<file path="src/rtl/eiu_pkg.sv">
// Shared constants and types for the exception/interrupt unit.
package eiu_pkg;

    localparam int ZCRV_XLEN      = 32;
    localparam int ZCRV_ADDR_SIZE = 32;

    // Synchronous exception cause codes.
    localparam logic [3:0] ZCRV_EXC_IADDR_MIS = 4'd0;
    localparam logic [3:0] ZCRV_EXC_ILLEGAL   = 4'd2;
    localparam logic [3:0] ZCRV_EXC_EBREAK    = 4'd3;
    localparam logic [3:0] ZCRV_EXC_LADDR_MIS = 4'd4;
    localparam logic [3:0] ZCRV_EXC_SADDR_MIS = 4'd6;
    localparam logic [3:0] ZCRV_EXC_ECALL_M   = 4'd11;

    // Machine interrupt cause codes.
    localparam logic [3:0] ZCRV_IRQ_MSI = 4'd3;
    localparam logic [3:0] ZCRV_IRQ_MTI = 4'd7;
    localparam logic [3:0] ZCRV_IRQ_MEI = 4'd11;

    // FSM state encodings.
    typedef enum logic [1:0] {
        ST_IDLE  = 2'd0,
        ST_REDIR = 2'd1,
        ST_WFI   = 2'd2
    } eiu_state_e;

    // Source of the value written to mtval on a trap.
    typedef enum logic [1:0] {
        MTVAL_ZERO    = 2'd0,
        MTVAL_BADADDR = 2'd1,
        MTVAL_INST    = 2'd2
    } mtval_sel_e;

endpackage

</file>
<file path="src/rtl/eiu_prio.sv">
// Priority encoder: picks one trap source out of the enabled interrupts and
// the synchronous exception flags of the committing instruction.
import eiu_pkg::*;

module eiu_prio (
    input  logic       irq_en,          // global machine interrupt enable
    input  logic [2:0] irq_vec,         // {MEI, MSI, MTI}, already masked by mie
    input  logic       exc_iaddr_mis,
    input  logic       exc_illegal,
    input  logic       exc_ecall,
    input  logic       exc_ebreak,
    input  logic       exc_laddr_mis,
    input  logic       exc_saddr_mis,
    output logic       take,
    output logic       is_irq,
    output logic [3:0] code,
    output mtval_sel_e mtval_sel
);

    // Interrupts first (MEI > MSI > MTI), then exceptions in architectural order.
    always_comb begin
        take      = 1'b1;
        is_irq    = 1'b0;
        code      = 4'd0;
        mtval_sel = MTVAL_ZERO;
        if (irq_en && (irq_vec != 3'b000)) begin
            is_irq = 1'b1;
            if (irq_vec[2])      code = ZCRV_IRQ_MEI;
            else if (irq_vec[1]) code = ZCRV_IRQ_MSI;
            else                 code = ZCRV_IRQ_MTI;
        end else if (exc_iaddr_mis) begin
            code      = ZCRV_EXC_IADDR_MIS;
            mtval_sel = MTVAL_BADADDR;
        end else if (exc_illegal) begin
            code      = ZCRV_EXC_ILLEGAL;
            mtval_sel = MTVAL_INST;
        end else if (exc_ebreak) begin
            code = ZCRV_EXC_EBREAK;
        end else if (exc_ecall) begin
            code = ZCRV_EXC_ECALL_M;
        end else if (exc_laddr_mis) begin
            code      = ZCRV_EXC_LADDR_MIS;
            mtval_sel = MTVAL_BADADDR;
        end else if (exc_saddr_mis) begin
            code      = ZCRV_EXC_SADDR_MIS;
            mtval_sel = MTVAL_BADADDR;
        end else begin
            take = 1'b0;
        end
    end

endmodule

</file>
<file path="src/rtl/eiu.sv">
// Exception/interrupt unit at the commit stage: trap/mret/wfi sequencing,
// trap values for the CSR file and the fetch redirect.
//
//   state | meaning
//   IDLE  | normal commit, decide trap / mret / wfi / retire
//   REDIR | one cycle after a redirect; commit ignored, no re-trap
//   WFI   | sleeping, commit stalled until a masked interrupt is pending
import eiu_pkg::*;

module eiu (
    input  logic        clk,
    input  logic        rst,
    input  logic        commit_valid,
    input  logic [31:0] commit_pc,
    input  logic [31:0] commit_inst,
    input  logic [31:0] commit_badaddr,
    input  logic        exc_iaddr_mis,
    input  logic        exc_illegal,
    input  logic        exc_ecall,
    input  logic        exc_ebreak,
    input  logic        exc_laddr_mis,
    input  logic        exc_saddr_mis,
    input  logic        is_mret,
    input  logic        is_wfi,
    input  logic        ext_irq,
    input  logic        time_irq,
    input  logic        soft_irq,
    input  logic [31:0] mtvec_r,
    input  logic [31:0] mstatus_r,
    input  logic [31:0] mepc_r,
    input  logic [31:0] mie_r,
    output logic        trap_en,
    output logic        mret_commit,
    output logic [31:0] mepc_from_eiu,
    output logic [31:0] mcause_from_eiu,
    output logic [31:0] mtval_from_eiu,
    output logic        inst_finish,
    output logic        flush,
    output logic        redirect_valid,
    output logic [31:0] redirect_pc,
    output logic        commit_stall
);

    eiu_state_e  state_q;
    logic [31:0] wfi_pc_q;
    logic        trap_en_q, mret_commit_q, inst_finish_q, flush_q;
    logic        redirect_valid_q, commit_stall_q;
    logic [31:0] mepc_q, mcause_q, mtval_q, redirect_pc_q;

    logic [2:0]  irq_vec;
    logic        take, is_irq;
    logic [3:0]  code;
    mtval_sel_e  mtval_sel;
    logic [31:0] vec_base, vec_off, vec_target, mcause_d, mtval_d;

    assign irq_vec = {ext_irq & mie_r[11], soft_irq & mie_r[3], time_irq & mie_r[7]};

    eiu_prio u_prio (
        .irq_en        (mstatus_r[3]),
        .irq_vec       (irq_vec),
        .exc_iaddr_mis (exc_iaddr_mis),
        .exc_illegal   (exc_illegal),
        .exc_ecall     (exc_ecall),
        .exc_ebreak    (exc_ebreak),
        .exc_laddr_mis (exc_laddr_mis),
        .exc_saddr_mis (exc_saddr_mis),
        .take          (take),
        .is_irq        (is_irq),
        .code          (code),
        .mtval_sel     (mtval_sel)
    );

    // Trap target, cause and tval; vectored offset only applies to interrupts.
    always_comb begin
        vec_base   = {mtvec_r[31:2], 2'b00};
        vec_off    = (mtvec_r[1:0] == 2'b01 && is_irq) ? {26'd0, code, 2'b00} : 32'd0;
        vec_target = vec_base + vec_off;
        mcause_d   = {is_irq, 27'd0, code};
        case (mtval_sel)
            MTVAL_BADADDR: mtval_d = commit_badaddr;
            MTVAL_INST:    mtval_d = commit_inst;
            default:       mtval_d = 32'd0;
        endcase
    end

    // Control FSM with registered pulse and value outputs.
    always_ff @(posedge clk) begin
        if (rst) begin
            state_q          <= ST_IDLE;
            wfi_pc_q         <= 32'd0;
            trap_en_q        <= 1'b0;
            mret_commit_q    <= 1'b0;
            inst_finish_q    <= 1'b0;
            flush_q          <= 1'b0;
            redirect_valid_q <= 1'b0;
            commit_stall_q   <= 1'b0;
            mepc_q           <= 32'd0;
            mcause_q         <= 32'd0;
            mtval_q          <= 32'd0;
            redirect_pc_q    <= 32'd0;
        end else begin
            trap_en_q        <= 1'b0;
            mret_commit_q    <= 1'b0;
            inst_finish_q    <= 1'b0;
            flush_q          <= 1'b0;
            redirect_valid_q <= 1'b0;
            commit_stall_q   <= 1'b0;
            case (state_q)
                ST_IDLE: begin
                    if (commit_valid) begin
                        if (take) begin
                            trap_en_q        <= 1'b1;
                            flush_q          <= 1'b1;
                            redirect_valid_q <= 1'b1;
                            redirect_pc_q    <= vec_target;
                            mepc_q           <= commit_pc;
                            mcause_q         <= mcause_d;
                            mtval_q          <= mtval_d;
                            state_q          <= ST_REDIR;
                        end else if (is_mret) begin
                            mret_commit_q    <= 1'b1;
                            inst_finish_q    <= 1'b1;
                            flush_q          <= 1'b1;
                            redirect_valid_q <= 1'b1;
                            redirect_pc_q    <= mepc_r;
                            state_q          <= ST_REDIR;
                        end else if (is_wfi) begin
                            inst_finish_q  <= 1'b1;
                            wfi_pc_q       <= commit_pc + 32'd4;
                            commit_stall_q <= 1'b1;
                            state_q        <= ST_WFI;
                        end else begin
                            inst_finish_q <= 1'b1;
                        end
                    end
                end
                ST_REDIR: begin
                    state_q <= ST_IDLE;
                end
                ST_WFI: begin
                    // Wake ignores the global enable; it only decides whether we trap.
                    if (irq_vec != 3'b000) begin
                        if (mstatus_r[3]) begin
                            trap_en_q        <= 1'b1;
                            flush_q          <= 1'b1;
                            redirect_valid_q <= 1'b1;
                            redirect_pc_q    <= vec_target;
                            mepc_q           <= wfi_pc_q;
                            mcause_q         <= mcause_d;
                            mtval_q          <= 32'd0;
                            state_q          <= ST_REDIR;
                        end else begin
                            state_q <= ST_IDLE;
                        end
                    end else begin
                        commit_stall_q <= 1'b1;
                    end
                end
                default: state_q <= ST_IDLE;
            endcase
        end
    end

    assign trap_en         = trap_en_q;
    assign mret_commit     = mret_commit_q;
    assign inst_finish     = inst_finish_q;
    assign flush           = flush_q;
    assign redirect_valid  = redirect_valid_q;
    assign redirect_pc     = redirect_pc_q;
    assign commit_stall    = commit_stall_q;
    assign mepc_from_eiu   = mepc_q;
    assign mcause_from_eiu = mcause_q;
    assign mtval_from_eiu  = mtval_q;

    // Only a few CSR bits matter to this unit.
    logic unused_csr_bits;
    assign unused_csr_bits = ^{mstatus_r[31:4], mstatus_r[2:0], mie_r[31:12],
                               mie_r[10:8], mie_r[6:4], mie_r[2:0]};

endmodule

</file>
<file path="config.mk">
export PLATFORM = sky130hd
export DESIGN_NAME = eiu
export DESIGN_NICKNAME = d
export VERILOG_FILES = /design/src/rtl/eiu_pkg.sv /design/src/rtl/eiu_prio.sv /design/src/rtl/eiu.sv
export SDC_FILE = /design/constraint.sdc
export NUM_CORES = 1
export LEC_CHECK = 0
export ABC_AREA = 0
export CORE_AREA = 2 2 145 147
export DETAILED_ROUTE_END_ITERATION = 8
export DIE_AREA = 0 0 147 149
export MAX_ROUTING_LAYER = met4
export PLACE_DENSITY = 0.73
export SYNTH_ARGS = -nofsm -noshare
export SYNTH_HDL_FRONTEND = slang
export SYNTH_HIERARCHICAL = 1
export SYNTH_SLANG_ARGS = --single-unit
</file>
<file path="constraint.sdc">
create_clock -name clk -period 5.04 [get_ports clk]
set_input_delay 1.008 -clock clk [delete_from_list [all_inputs] [get_ports clk]]
set_output_delay 1.008 -clock clk [all_outputs]
set_load 0.03 [all_outputs]
</file>
### Word-level counts from Yosys, hierarchy flattened

Cells that the tools add are included.

| cells by class | value |
|---|---|
| $add $sub $neg | 2 |
| eq/ne operators | 10 |
| mux-type cells | 70 |
| bitwise gates (word level) | 7 |
| reductions and logical operators | 11 |

Operators with widths:

| kind | number |
|---|---|
| two-way mux 32 bit | 17 |
| one-hot mux 32 bit (2 select lines) | 5 |
| adder 32 x 3 -> 32 bit (second input constant) | 1 |
| adder 32 x 6 -> 32 bit | 1 |
| two-way mux 4 bit | 7 |
| two-way mux 1 bit | 23 |
| two-way mux 2 bit | 11 |
| AND reduction 5 bit | 3 |
| inequality test 2 bit (second input constant) | 4 |
| two-way mux 3 bit | 2 |
| two-way mux 6 bit | 1 |
| one-hot mux 1 bit (2 select lines) | 3 |
| equality test 2 x 1 -> 1 bit (second input constant) | 2 |
| equality test 2 bit (second input constant) | 2 |
| inequality test 4 bit (second input constant) | 1 |
| NOT 1 bit | 4 |
| one-hot mux 2 bit (2 select lines) | 1 |
| OR reduction 4 bit | 1 |
| AND 1 bit | 3 |
| inequality test 3 bit (second input constant) | 1 |
| AND reduction 3 bit | 1 |
| nonzero test 3 bit | 1 |
| OR reduction 3 bit | 1 |
| logical AND 1 bit | 2 |
| other kinds (2) | 2 |

| storage, ports and cells | value |
|---|---|
| bits in registers | 167 |
| input port bits | 238 |
| output and inout bits | 134 |

### Depth between registers and ports, before layout

Gate-level depths: netlist of the first run.

| depth | value |
|---|---|
| depth after elaboration | 12 |
| mapped depth | 14 |

### Modules after synthesis

Netlist of the first run, hierarchy kept.

By module, submodules not included:

| module | times used | cells an instance | area each (um^2) | sequential area each (um^2) |
|---|---|---|---|---|
| eiu | 1 | 799 | 7020.5 | 2802.7 |
| eiu_prio | 1 | 19 | 122.6 | 0.0 |

### Worst setup path before layout of the first run

Ideal clock, no wire load.

| timing | value |
|---|---|
| path type | input -> register |
| start | in soft_irq |
| end | reg redirect_pc_q[14] (netlist: redirect_pc[14]) |
| arrival time | 3712 ps |
| required time | 4970 ps |
| slack | 1257 ps |
| stages | 12 |
| path buffers | 0 |
| path through | and2_1 > o31ai_4 > inv_2 > or4_1 > o31ai_1 > and2_1 > ha_1 > nand3_1 > a21oi_2 > a211oi_1 > or4_1 > a21oi_1 |

| between the ends | value |
|---|---|
| word-level cells in the longest chain between the ends | 10 |
| elaborated cells on any way between the ends | 19 |
| those cells by class | 1 x add/sub; 2 x eq/ne; 11 x mux; 1 x bitwise; 4 x reduce/logical |

RTL lines:

| item | RTL line | source |
|---|---|---|
| from (decl) | eiu.sv:27 | `input logic soft_irq,` |
| AND 1 bit * | eiu.sv:56 | `assign irq_vec = {ext_irq & mie_r[11], soft_irq & mie_r[3], time_irq & mie_r[7]};` |
| nonzero test 3 bit * | eiu_prio.sv:26 | `if (irq_en && (irq_vec != 3'b000)) begin` |
| logical AND 1 bit * | eiu_prio.sv:26 |  |
| two-way mux 1 bit * | eiu_prio.sv:26 |  |
| named net is_irq | eiu.sv:51 | `logic take, is_irq;` |
| logical AND 1 bit * | eiu.sv:76 | `vec_off = (mtvec_r[1:0] == 2'b01 && is_irq) ? {26'd0, code, 2'b00} : 32'd0;` |
| two-way mux 6 bit * | eiu.sv:76 |  |
| adder 32 x 6 -> 32 bit * | eiu.sv:77 | `vec_target = vec_base + vec_off;` |
| two-way mux 32 bit (on tied branches) | eiu.sv:143, eiu.sv:111 |  |
| two-way mux 32 bit (on tied branches) | eiu.sv:142, eiu.sv:110 |  |
| one-hot mux 32 bit (2 select lines) * | eiu.sv:108 | `case (state_q)` |
| to (signal assigned) | eiu.sv:115 | `redirect_pc_q <= vec_target;` |
| to (signal assigned) | eiu.sv:125 | `redirect_pc_q <= mepc_r;` |
| to (signal assigned) | eiu.sv:147 | `redirect_pc_q <= vec_target;` |
| to (decl) | eiu.sv:48 | `logic [31:0] mepc_q, mcause_q, mtval_q, redirect_pc_q;` |

Mark *: on every way through the listed nets, which the timed path passes. The rest lies on a longest branch. The select of a mux whose other input is x is not followed.
A chain may end at the register's enable or synchronous reset.

### Worst setup path in the final report of the first run

| timing | value |
|---|---|
| start | in time_irq |
| end | reg redirect_pc_q[14] (netlist: redirect_pc[14]) |

| between the ends | value |
|---|---|
| word-level cells in the longest chain between the ends | 10 |
| elaborated cells on any way between the ends | 17 |
| those cells by class | 1 x add/sub; 2 x eq/ne; 9 x mux; 1 x bitwise; 4 x reduce/logical |

RTL lines:

| item | RTL line | source |
|---|---|---|
| from (decl) | eiu.sv:26 | `input logic time_irq,` |
| AND 1 bit * | eiu.sv:56 |  |
| named net irq_vec[0] | eiu.sv:50 | `logic [2:0] irq_vec;` |
| nonzero test 3 bit * | eiu_prio.sv:26 |  |
| logical AND 1 bit * | eiu_prio.sv:26 |  |
| two-way mux 1 bit * | eiu_prio.sv:26 |  |
| named net is_irq | eiu.sv:51 |  |
| logical AND 1 bit * | eiu.sv:76 |  |
| two-way mux 6 bit * | eiu.sv:76 |  |
| adder 32 x 6 -> 32 bit * | eiu.sv:77 |  |
| two-way mux 32 bit (on tied branches) | eiu.sv:143, eiu.sv:111 |  |
| two-way mux 32 bit (on tied branches) | eiu.sv:142, eiu.sv:110 |  |
| one-hot mux 32 bit (2 select lines) * | eiu.sv:108 |  |

Marked as above.

==> metrics.yaml, run 1 <==
final_common_cell: "clkdlybuf4s50_1"
synth_cells: 818
path_cells: "clkdlybuf4s50_1 > and2_1 > o31ai_4 > inv_2 > or4_1 > o31ai_1 > and2_1 > ha_1 > nand3_1 > a21oi_2 > a211oi_1 > or4_1 > a21oi_1"
grt_pass1_vias: 6639
initial_core_util: 0.347
tightest_slew_ns: 1.17
post_cts_buffers: 0
p_int_mw: 2.20
totalPowerFinal_mw: 3.07
io_buffers: 284
min_period_ns: 4.38
status: "finished clean"
report.final.slew_viol_count: 0
cts_buffers: 17
cap_viol_max_count: 0
drive_gt1_frac: 0.0599
synth_seq_cells: 140
die_h_microns: 149
die_w_microns: 147
p_seq_frac: 0.385
final_cell_mix: "clkdlybuf4s50_1 (283), dfxtp_1 (140), nor2_1 (97)"
path_delay_family: "simple AND/OR/NAND/NOR gates"
ys.flop_type: "dfxtp_1"
r2r_setup_slack_ns: 2.48
fin_util: 0.521
yosys-top-cells-area: "dfxtp_1 (39%), a211oi_1 (6.5%), mux2i_1 (5.6%)"
critical_path_class: "primary input to register"
rr_endpoint: "redirect_pc[16]"
clk_pin_slew_worst_paths_ns: 0.06
via_per_inst: 5.27
ir_drop_mv: 0.211
seqCellArea_sq_um: 2800
synth_edf_count: 0
gp_congestion: 0.935
crit_end: "redirect_pc[14]"
setup_viol: 0
area_growth_pct: 49.9
fillCellCount: 1884
clock.fmax_mhz: 228
final_hold_viol_count: 0
nets: 1318
num_vias: 7179
clock_power_share: 0.418
overflow: 0
crit_fanout: 10
p_sw_mw: 0.870
holdWs_ns: 0.455
slowest_stage: "a21oi_2"
drt_pass1_iterations: 4
core_sq_um: 20600
leakage_nw: 3.96
worstSetupPathDepth: 13
hold_path.class: "register to register"
crit_start: "time_irq"
async_flop_share: 0
postCtsHoldBufs: 0
yosysSeqAreaShare: 0.392
grt_max_degree: 76
slew_headroom: 0.223
htreeDepth: 4
arrival_ns: 4.72
ant_nets: 0
first_iter_violations: 360
io_pins: 372
place_area_sq_um: 10100
switching_share: 0.283
multi_input_area_sq_um: 3960
synthDominantCellAreaShare: 0.392
ys_types: 61
antenna_found_initial: 2
synth_area_sq_um: 7140
reg2reg_from: "state_q[1]"
critPathCaptureType: "register"
die-area_sq_um: 21900
share_comb_of_total_power: 0.197
tns_ns: 0
hpwl_microns: 17300
cts_resized: 0
wl_per_cell_microns: 17.3
drt-total-wl_microns: 23600
cts.sinks: 140
p_per_area_nw_per_um2: 287
rsz0062_at_grt: "false"
fin_skew_ns: 0.00924
rows: 53
critPathMaxStageDelay_ns: 0.53
clk_path_buf_depth: 2
fin_area_sq_um: 10700
grtUsageTotal: 0.214
finalCritPeriodShare: 0.869
grt_pass1_wl_microns: 36000
reg2reg_depth: 6
post-route-drc-count: 0
yosys.area.top_type: "dfxtp_1"
cp_num_buf_inv: 2
cts_tree: "yes"
yosys_warnings: 6
worstPathRequired_ns: 5.38
start_kind: "primary input"
synth_area_per_cell_sq_um: 8.73
clk_latency_ns: 0.41
cts_root_buffer: "clkbuf_16"
-- area by class of cell --
class / instances / area share
multi-input cells: 602 / 0.370
repair buffers: 297 / 0.274
well taps: 275 / 0.0321
clock buffers: 19 / 0.0423
clock inverters: 13 / 0.0145
inverters: 14 / 0.00491
diodes: 2 / 0.000467
flip-flops and latches: 140 / 0.262
-- cells by family (layout without fill, tap and decap cells) --
logic type | Yosys count | in the layout | synth area share
XOR/XNOR | 44 | 44 | 0.0539
buffers and inverters | 102 | 343 | 0.0701
AND/OR/NAND/NOR | 269 | 269 | 0.186
adder cells (fa/ha/maj) | 8 | 8 | 0.0151
other | 1 | 29 | 0.000525
multiplexers | 40 | 40 | 0.0561
AO/OA/AOI/OAI | 214 | 214 | 0.226
flip-flops | 140 | 140 | 0.392
-- worst register-to-register path: cells and delay by family (launching register included) --
family	cells	cell delay [ns]
buffers and inverters	1	0.33
AO/OA/AOI/OAI	2	0.93
flip-flops	1	0.50
AND/OR/NAND/NOR	3	0.70
-- synth_stat cells (3+ instances only) --
cell / instances
mux2i_1: 40
dfxtp_1: 140
inv_1: 13
o221ai_1: 4
and3_1: 7
a31oi_1: 7
a211oi_1: 62
a21boi_0: 9
nor4_1: 7
nor2_1: 99
xor2_1: 23
nand3_1: 25
a31o_2: 3
a22oi_1: 32
buf_4: 28
o2bb2ai_1: 32
nand2_1: 54
or3_1: 3
a21o_1: 4
a311oi_1: 5
o32ai_1: 3
ha_1: 7
a21oi_1: 17
buf_1: 5
o22ai_1: 7
and4_1: 11
nand4_1: 25
buf_2: 10
o21ai_0: 11
a211o_1: 3
xnor2_1: 21
nor3_1: 13
clkbuf_1: 45
and2_1: 10
-- metal layers --
layer,part of all wire,track usage,wire length [microns]
met2,0.45,0.326,10700
met4,0.037,0.0913,868
met1,0.44,0.269,10300
met5,0,-,0
met3,0.076,0.0584,1780
-- per-stage QoR --
stage / cells / worst slack, ns
floorplan: 844 / 1.26
global placement: 1328 / 0.362
detailed placement: 1328 / 0.285
CTS: 1360 / 0.718
global route: 1362 / 0.467
finish: 1362 / 0.661
-- power groups by stage --
stage                     clock network (mW)  registers [mW]  logic (mW)
after floorplan                            0            1.30       0.220
after global placement                     0            1.21       0.600
after detailed placement                   0            1.21       0.605
after CTS                               1.31            1.18       0.607
after global routing                    1.37            1.19       0.645
final                                   1.28            1.18       0.606
-- worst min-delay path by stage --
| stage | start | depth (start not counted) | to | slack, ns |
|---|---|---|---|---|
| global route | mtval_from_eiu[29] | 1 | mtval_from_eiu[29] | 0.48 |
| CTS | redirect_pc[1] | 2 | redirect_pc[1] | 0.46 |
| floorplan | wfi_pc_q[0] | 2 | wfi_pc_q[0] | 0.46 |
| detailed placement | mtval_from_eiu[31] | 1 | mtval_from_eiu[31] | 0.45 |
| global placement | redirect_pc[4] | 2 | redirect_pc[4] | 0.44 |
| finish | redirect_pc[4] | 2 | redirect_pc[4] | 0.46 |
-- flip-flops by register name, summed over array words and instances, names as in the netlist, 2 cells and up --
name	count
state_q	2
redirect_pc	32
mcause_from_eiu	5
mepc_from_eiu	32
wfi_pc_q	32
mtval_from_eiu	32
No activity file was read; power rests on OpenSTA's default activity.
==> run 2: changes to the inputs <==
CORE_AREA = 2 2 144 146   (was 2 2 145 147)
DIE_AREA = 0 0 146 148   (was 0 0 147 149)
GPL_TIMING_DRIVEN = 0   (was unset)
PLACE_DENSITY = 0.74   (was 0.73)
==> run 2 against run 1 <==
  * Sequential power hardly changed
  * Final cell count is 4.9% higher
  * Non-clock buffer count is 74 higher
  * Critical path depth stayed put
  * Highest routed layer unchanged
==> metrics.yaml, run 2 (synthesis gave the netlist of run 1 again) <==
wl_per_cell_microns: 18.7  # was 17.3 microns
ir_drop_mv: 0.226  # was 0.211 mV
setup_viol: 0  # unchanged
die_w_microns: 146  # was 147 microns
critPathCaptureType: "register"  # unchanged
drive_gt1_frac: 0.0725  # was 0.0599
initial_core_util: 0.356  # was 0.347
crit_fanout: 10  # unchanged
holdPathStages: 2  # unchanged
cap_viol_max_count: 0  # unchanged
critical_path_class: "primary input to register"  # unchanged
die-area_sq_um: 21600  # was 21,900 sq um
first_iter_violations: 459  # was 360
place_area_sq_um: 10400  # was 10,100 sq um
arrival_ns: 4.86  # was 4.72 ns
io_pins: 372  # unchanged
grt_pass1_wl_microns: 40200  # was 36,000 microns
htreeDepth: 4  # unchanged
report.final.slew_viol_count: 0  # unchanged
final_common_cell: "clkdlybuf4s50_1"  # unchanged
use_met1: 0.315  # was 0.269
use_met2: 0.377  # was 0.326
hold_path.class: "register to register"  # unchanged
io_buffers: 283  # was 284
slowest_stage: "a31oi_1"  # was a21oi_2
postCtsHoldBufs: 0  # unchanged
core_sq_um: 20000  # was 20,600 sq um
rsz0062_at_grt: "false"  # unchanged
rows: 52  # was 53
drt_pass1_iterations: 5  # was 4
start_kind: "primary input"  # unchanged
worstSetupPathDepth: 13  # unchanged
gp_congestion: 1.01  # was 0.935
hpwl_microns: 21000  # was 17,300 microns
reg2reg_depth: 8  # was 6
grt_use_met3: 0.0719  # was 0.0584
multi_input_area_sq_um: 3940  # was 3960 sq um
drt-total-wl_microns: 26800  # was 23,600 microns
busiest_layer: "met2"  # unchanged
grtUsageTotal: 0.247  # was 0.214
via_per_inst: 5.19  # was 5.27
finalCritPeriodShare: 0.908  # was 0.869
cts.sinks: 140  # unchanged
leakage_nw: 4.14  # was 3.96 nW
tns_ns: 0  # unchanged
post_cts_buffers: 0  # unchanged
path_cells: "clkdlybuf4s50_1 > and2_1 > o31ai_4 > inv_2 > o21ai_0 > and2_1 > ha_1 > clkbuf_1 > a21o_1 > a31oi_1 > nor4_1 > o21ai_0 > a31oi_1"  # was clkdlybuf4s50_1 > and2_1 > o31ai_4 > inv_2 > or4_1 > o31ai_1 > and2_1 > ha_1 > nand3_1 > a21oi_2 > a211oi_1 > or4_1 > a21oi_1
slew_headroom: 0.360  # was 0.223
nets: 1392  # was 1,318
final_cell_mix: "clkdlybuf4s50_1 (283), dfxtp_1 (140), nor2_1 (99)"  # was clkdlybuf4s50_1 (283), dfxtp_1 (140), nor2_1 (97)
status: "finished clean"  # unchanged
clk_path_buf_depth: 2  # unchanged
cp_num_buf_inv: 3  # was 2
min_period_ns: 4.58  # was 4.38 ns
overflow: 0  # unchanged
area_growth_pct: 54.0  # was 49.9%
n_antenna_cell: 0  # was 2
final_hold_viol_count: 0  # unchanged
holdWs_ns: 0.454  # was 0.455 ns
cts_resized: 0  # unchanged
grt_max_degree: 17  # was 76
fin_skew_ns: 0.0126  # was 0.00924 ns
cts_root_buffer: "clkbuf_16"  # unchanged
clk_pin_slew_worst_paths_ns: 0.07  # was 0.06 ns
cts_tree: "yes"  # unchanged
num_vias: 7423  # was 7,179
ant_nets: 0  # unchanged
post-route-drc-count: 0  # unchanged
clk_latency_ns: 0.43  # was 0.41 ns
p_per_area_nw_per_um2: 281  # was 287 nW/um^2
antenna_found_initial: 0  # was 2
fillCellCount: 1934  # was 1,884
die_h_microns: 148  # was 149 microns
worstPathRequired_ns: 5.33  # was 5.38 ns
tightest_slew_ns: 0.956  # was 1.17 ns
critPathMaxStageDelay_ns: 0.70  # was 0.53 ns
fin_area_sq_um: 11000  # was 10,700 sq um
grt_pass1_vias: 7040  # was 6,639
path_delay_family: "compound AO/OA/AOI/OAI gates"  # was simple AND/OR/NAND/NOR gates
clock.fmax_mhz: 218  # was 228 MHz
seqCellArea_sq_um: 2800  # unchanged
cts_buffers: 17  # unchanged
-- run 2: cell types whose count changed in the layout (fill, tap and decap cells not counted), moves of 2 or more --
| cell | before | now |
|---|---|---|
| clkbuf_1 | 0 | 45 |
| buf_4 | 14 | 28 |
| buf_2 | 0 | 10 |
| buf_1 | 0 | 5 |
| clkinvlp_4 | 2 | 0 |
| diode_2 | 2 | 0 |
| inv_8 | 2 | 4 |
| nor2_1 | 97 | 99 |
-- run 2: path summary, 6_finish.rpt --
kind	start	to	slack, ns
max	soft_irq	redirect_pc[25]	0.46
min	redirect_pc[14]	redirect_pc[14]	0.45
max reg2reg	state_q[1]	redirect_pc[25]	2.79
min reg2reg	redirect_pc[14]	redirect_pc[14]	0.45
-- run 2: power by group --
group / total (mW) / switching [mW] / internal, mW
clock network: 1.27 / 0.554 / 0.715
logic: 0.641 / 0.345 / 0.296
registers: 1.19 / 0.0303 / 1.15
-- run 2: stage by stage --
step | std cells | setup slack, ns | power (mW) | util
floorplan | 844 | 1.26 | 1.52 | -
global placement | 1397 | 0.193 | 1.84 | 0.520
detailed placement | 1397 | 0.194 | 1.85 | 0.520
CTS | 1429 | 0.611 | 3.12 | 0.549
global route | 1429 | 0.320 | 3.21 | 0.549
finish | 1429 | 0.463 | 3.10 | 0.549
-- run 2: area by class of cell --
type                       count  share of cell area
multi-input combinational    602               0.358
timing repair buffer         283               0.258
sequential                   140               0.255
buffer                        88              0.0407
clock buffer                  18              0.0399
tap                          270              0.0307
clock inverter                14              0.0136
inverter                      14             0.00478
-- run 2: worst reg2reg max path, delay by kind of cell, from the launching register on --
kind                   cells  cell delay [ns]
buffers and inverters      3             0.80
DFF                        1             0.30
AOI/OAI and AO/OA          3             0.72
and+or+nand+nor            2             0.37
-- run 2: routing by layer --
layer,wire length [microns],part of all wire,vias up
met5,0,0,-
met4,673,0.025,0
met3,2230,0.083,36
met2,12000,0.45,299
met1,11900,0.44,3456
li1,-,-,3632
==> run 3: changes to the inputs <==
==> constraint.sdc (replaced) <==
create_clock -name clk -period 5.04 [get_ports clk]
set_input_delay 1.008 -clock clk [delete_from_list [all_inputs] [get_ports clk]]
set_output_delay 1.008 -clock clk [all_outputs]
set_load 0.005 [all_outputs]
==> results of run 3 <==
Same layout as run 2 (identical final DEF). Status: finished clean.
Among the figures that moved: total power 3.10 mW -> 2.98 mW; worst IR drop on VDD 0.226 mV -> 0.225 mV
